File: config.mk
export PLATFORM = sky130hd
export DESIGN_NAME = demux_stream
export DESIGN_NICKNAME = d
export VERILOG_FILES = /design/src/rtl/demux_stream_pkg.sv /design/src/rtl/demux_stream_slot.sv /design/src/rtl/demux_stream.sv
export SDC_FILE = /design/constraint.sdc
export NUM_CORES = 1
export LEC_CHECK = 0
export ABC_CLOCK_PERIOD_IN_PS = 3500
export BUFFER_PORTS_ARGS = -buffer_cell sky130_fd_sc_hd__buf_2
export CAP_MARGIN = 20
export CORE_MARGIN = 2
export CORE_UTILIZATION = 50
export CTS_BUF_LIST = sky130_fd_sc_hd__clkbuf_4 sky130_fd_sc_hd__clkbuf_8 sky130_fd_sc_hd__clkbuf_16
export DETAILED_ROUTE_END_ITERATION = 16
export HOLD_SLACK_MARGIN = 0.03
export PLACE_DENSITY = 0.78
export SYNTH_ARGS = -nofsm -noshare
export SYNTH_HDL_FRONTEND = slang
export SYNTH_HIERARCHICAL = 1
export SYNTH_SLANG_ARGS = --single-unit
File: constraint.sdc
create_clock -name i_clk -period 3.5 [get_ports i_clk]
set_input_delay 0.175 -clock i_clk [delete_from_list [all_inputs] [get_ports i_clk]]
set_output_delay 0.175 -clock i_clk [all_outputs]
set_load 0.02 [all_outputs]
File: src/rtl/demux_stream_pkg.sv
// Shared constants and helpers for the demux_stream slice.
// Default geometry, delivered-beat counter width and a popcount helper
// used to sum per-lane drains into the delivery counter.
package demux_stream_pkg;

   localparam int DW_DEFAULT   = 8;
   localparam int NOUT_DEFAULT = 4;
   localparam int CNTW         = 16;
   localparam int MAX_LANES    = 16;

   // Number of set bits in a lane mask (up to MAX_LANES lanes).
   function automatic logic [4:0] popcount16(input logic [MAX_LANES-1:0] v);
      logic [4:0] c;
      c = '0;
      for (int i = 0; i < MAX_LANES; i++) begin
         c = c + 5'(v[i]);
      end
      return c;
   endfunction

endpackage

File: src/rtl/demux_stream_slot.sv
// One-entry output buffer for a single demux lane.
// Latency: beat visible on o_valid/o_data from the edge it loads.
// Backpressure: holds the beat until i_ready; a load in the drain cycle replaces it.
module demux_stream_slot #(
   parameter int DW = 8
) (
   input  logic          i_clk,
   input  logic          i_rst,
   input  logic          i_load,
   input  logic [DW-1:0] i_data,
   input  logic          i_ready,
   output logic          o_valid,
   output logic [DW-1:0] o_data,
   output logic          o_drain
);

   assign o_drain = o_valid & i_ready;

   // Load wins over drain so a back-to-back beat keeps the lane full; a bare drain leaves data untouched.
   always_ff @(posedge i_clk) begin
      if (i_rst) begin
         o_valid <= 1'b0;
         o_data  <= '0;
      end else if (i_load) begin
         o_valid <= 1'b1;
         o_data  <= i_data;
      end else if (o_drain) begin
         o_valid <= 1'b0;
      end
   end

endmodule

File: src/rtl/demux_stream.sv
// 1:NOUT registered stream demultiplexer, routing each beat to lane i_sel.
// Latency: one edge from accept to o_valid on the chosen lane.
// Backpressure: o_ready drops only when the addressed lane is full and its consumer is stalled.
module demux_stream
   import demux_stream_pkg::*;
#(
   parameter  int DW   = DW_DEFAULT,
   parameter  int NOUT = NOUT_DEFAULT,
   localparam int SW   = $clog2(NOUT)
) (
   input  logic                 i_clk,
   input  logic                 i_rst,
   input  logic                 i_valid,
   output logic                 o_ready,
   input  logic [SW-1:0]        i_sel,
   input  logic [DW-1:0]        i_data,
   output logic [NOUT-1:0]      o_valid,
   input  logic [NOUT-1:0]      i_ready,
   output logic [NOUT*DW-1:0]   o_data,
   output logic                 o_err,
   output logic [CNTW-1:0]      o_cnt
);

   // Select space is padded to a power of two so indexing by i_sel never runs off the lane vectors.
   localparam int NPAD = 1 << SW;
   localparam logic [SW:0] NOUT_W = (SW+1)'(NOUT);

   logic [NPAD-1:0] vld_pad;
   logic [NPAD-1:0] rdy_pad;
   logic [NOUT-1:0] load;
   logic [NOUT-1:0] drain;
   logic            illegal;
   logic            accept;

   assign vld_pad = NPAD'(o_valid);
   assign rdy_pad = NPAD'(i_ready);

   // Out-of-range selects can only occur for non-power-of-two NOUT; such beats are swallowed.
   assign illegal = ({1'b0, i_sel} >= NOUT_W);
   assign o_ready = illegal | ~vld_pad[i_sel] | rdy_pad[i_sel];
   assign accept  = i_valid & o_ready;

   for (genvar k = 0; k < NOUT; k++) begin : g_lane
      assign load[k] = accept & ~illegal & (i_sel == SW'(k));

      demux_stream_slot #(.DW(DW)) u_slot (
         .i_clk   (i_clk),
         .i_rst   (i_rst),
         .i_load  (load[k]),
         .i_data  (i_data),
         .i_ready (i_ready[k]),
         .o_valid (o_valid[k]),
         .o_data  (o_data[k*DW +: DW]),
         .o_drain (drain[k])
      );
   end

   // Error pulse for a dropped beat and running total of beats handed to consumers.
   always_ff @(posedge i_clk) begin
      if (i_rst) begin
         o_err <= 1'b0;
         o_cnt <= '0;
      end else begin
         o_err <= accept & illegal;
         o_cnt <= o_cnt + CNTW'(popcount16(MAX_LANES'(drain)));
      end
   end

endmodule

==> results.py <==
metrics = {
    "floorplanning": {
        "std_cell_rows": 24,
        "start_util_pct": 51.1,
        "io_pins": 71,
        "die_h_um": 70.0,
        "core_area_um2": 4260,
        "die_x_um": 70.0,
        "dieArea_um2": 4910,
    },
    "logic_synthesis": {
        "avgSynthCellArea_um2": 9.78,
        "synth-async-reset-ratio_pct": 0,
        "yosys.area_share.simple_pct": 17.7,
        "yosysMostFrequentCell": "dfxtp_1",
        "synth-seq-cells": 52,
        "synth_ff_type": "dfxtp_1",
        "synth_top_family_by_area": "simple AND/OR/NAND/NOR gates",
        "synth_compound_area_share_pct": 5.57,
        "synthesis.area_um2": 2180,
        "synth_top_area_share_pct": 47.7,
        "synth_edf_count": 0,
        "synth-xor-area-share_pct": 3.21,
        "yosys_warnings": 6,
        "ys_seq_area_share_pct": 47.7,
        "synth_fp_nets": 247,
        "synthAdderAreaFrac_pct": 4.70,
        "synth.area.top_cells": "dfxtp_1 (48%), mux2i_1 (15%), nor2_1 (6.9%)",
        "synth_mux_area_share_pct": 15.1,
        "synth_cells": 223,
        "synth_cell_types": 31,
        "synth_top_cell_by_area": "dfxtp_1",
        "ys_top_cells_by_count": "dfxtp_1 (52), nor2_1 (40), mux2i_1 (33)",
    },
    "pwr": {
        "pwr-share-comb_pct": 9.5,
        "peakVddDrop_mv": 0.372,
        "swShare_pct": 24.3,
        "leakagePower_nw": 1.19,
        "p_seq_share_pct": 54.0,
        "switching_power_w": 0.000277,
        "p_int_w": 0.000864,
        "p_per_area_nw_per_um2": 431,
        "pwr-share-clk_pct": 36.4,
    },
    "sta": {
        "setup_viol": 0,
        "finalHoldViolCount": 0,
        "maxSlewViolCount": 0,
        "layout_setup_ws_ns": 0.667,
        "period_share_pct": 80.9,
        "rsz0062_at_grt": "no",
        "finalClockSkew_ns": 0.00719,
        "setup-tns-final_ns": 0,
        "fmax_mhz": 353,
        "fin_crit_ns": 2.83,
        "tightestPinTransition_ns": 0.953,
        "max_slew_margin_pct": 36.1,
    },
    "placed_design": {
        "port_buffers": 69,
        "finalWeightedCongestion": 0.771,
        "dpl-instance-area_um2": 2530,
        "hpwlAfterDp_um": 3120,
        "place_inst": 334,
        "preCtsSetupSlack_ns": 0.666,
    },
    "setup_path": {
        "crit_family": "adder cells",
        "cp_num_buf_inv": 0,
        "crit_slowest_cell": "or4_1",
        "critical_path.most_common_cell": "ha_1",
        "endpoint_kind": "flip-flop",
        "start_kind": "flip-flop",
        "cp.required_ns": 3.73,
        "cp_max_fo": 9,
        "path_cells": "and2_1, fa_1, ha_1, ha_1, ha_1, nand3_1, and2_1, or4_1, a21oi_1",
        "slowest_delay_ns": 0.52,
        "cp.arrival_ns": 3.06,
        "criticalPathCategory": "reg -> reg",
    },
    "grt": {
        "grt_pass1_wl_um": 7190,
        "grt-ovfl-total": 0,
        "grt_max_degree": 54,
        "grt_usage_pct": 18.3,
        "antenna_found_initial": 0,
        "busiest_layer": "met2",
        "grtUsageMet1_pct": 24.3,
        "met2_usage_pct": 29.0,
        "grt.met3_usage_pct": 3.75,
        "grt_pass1_vias": 1578,
    },
    "finish": {
        "drive_above_1_share_pct": 29.7,
        "antenna_cells": 0,
        "regArea_um2": 1040,
        "final_util_pct": 62.1,
        "area_delta_synth_final_pct": 21.5,
        "finalNonFillerCells": 342,
        "nets": 313,
        "multi_input_area_um2": 1040,
        "fillers": 375,
        "fin_area_um2": 2650,
    },
    "cts": {
        "clk_latency_ns": 0.30,
        "cts_tree": "built",
        "numCtsBuffers": 5,
        "numClockSinks": 52,
        "cts.path.max_buffers": 2,
        "cts_resized": 0,
        "postCtsHoldBufs": 0,
        "root_buffer": "clkbuf_8",
        "cts_setup_buffers": 0,
        "cts.clk_slew.worst_paths_ns": 0.10,
        "htree_num_levels": 2,
    },
    "route": {
        "drc": 0,
        "routed_wl_um": 4380,
        "num_vias": 1715,
        "drt-initial-drc-count": 90,
        "via_per_inst": 5.01,
        "antenna_left": 0,
        "drt_pass1_iterations": 5,
        "wl_per_cell_um": 12.8,
    },
    "status": {
        "run_status": "completed",
    },
    "run": {
        "cap_violations": 0,
    },
    "hold_path": {
        "hp-class": "in -> reg",
    },
}
## worst register-to-register path, delay by kind of cell, from the launching register on
kind / cells / cell delay (ns)
flip-flops: 1 / 0.34
AND/OR/NAND/NOR: 4 / 1.01
AO/OA/AOI/OAI: 1 / 0.14
adder cells (fa/ha/maj): 4 / 1.26
## sequential cells by signal, summed over array words and instances (netlist names)
signal / cells
g_lane.u_slot/o_valid: 4
g_lane.u_slot/o_data: 32
o_cnt: 16
## cell usage in the layout (no fill, tap or decap), types with 2 or more instances in the layout
cell type  instances
buf_4              2
nand2_1            9
o32ai_1            2
inv_1              8
nand4_1            3
clkbuf_8           5
nand3_1            4
and2_1             6
xor2_1             5
nor2b_1            3
fa_1               2
and4_1             2
dfxtp_1           52
o21ai_0            5
mux2i_1           33
or3_2              2
or4_1              2
nand2b_1           4
or3_1              2
a21oi_1           11
xnor2_1            3
ha_1               5
nor4_2             2
nor3_2             2
buf_2             69
nor2_1            40
## final cells by class
| class | count | area share, % |
|---|---|---|
| Clock buffer | 5 | 2.60 |
| Clock inverter | 3 | 1.75 |
| Inverter | 8 | 1.13 |
| Multi-Input combinational cell | 151 | 39.2 |
| Sequential cell | 52 | 39.3 |
| Tap cell | 52 | 2.46 |
| Timing Repair Buffer | 71 | 13.6 |
## layer usage
| metal | up-vias | routed length [um] |
|---|---|---|
| li1 | 879 | - |
| met4 | 0 | 68 |
| met5 | - | 0 |
| met2 | 46 | 2070 |
| met3 | 7 | 193 |
| met1 | 783 | 2050 |
## cell families (layout without fill, tap and decap cells)
logic type,Yosys count,in the layout
buffers and inverters,20,87
flip-flops,52,52
other,1,1
AO/OA/AOI/OAI,21,21
XOR/XNOR,8,8
adder cells (fa/ha/maj),7,7
AND/OR/NAND/NOR,81,81
multiplexers,33,33
## power groups by stage
stage          Sequential, W  Combinational [W]  Clock (W)
6_report            0.000616           0.000109   0.000416
5_1_grt             0.000618           0.000120   0.000449
4_1_cts             0.000616           0.000110   0.000427
3_5_place_dp        0.000630           0.000110          0
3_3_place_gp        0.000629           0.000108          0
2_1_floorplan       0.000649          0.0000504          0
## per-stage QoR
step | total power (W) | hold WS (ns)
finish | 0.00114 | 0.154
global route | 0.00119 | 0.149
detailed placement | 0.000739 | 0.467
CTS | 0.00115 | 0.143
floorplan | 0.000700 | 0.244
global placement | 0.000737 | 0.459
## worst paths after layout
| check | depth (start not counted) | startpoint | endpoint | slack, ns |
|---|---|---|---|---|
| worst max register to register | 9 | g_lane[0].u_slot/o_valid | o_cnt[15] | 0.67 |
| worst min register to register | 2 | o_cnt[15] | o_cnt[15] | 0.48 |
| worst max-delay path | 9 | g_lane[0].u_slot/o_valid | o_cnt[15] | 0.67 |
| worst min-delay path | 3 | i_data[1] | g_lane[3].u_slot/o_data[1] | 0.15 |
Power figures use the tool's default switching activity.
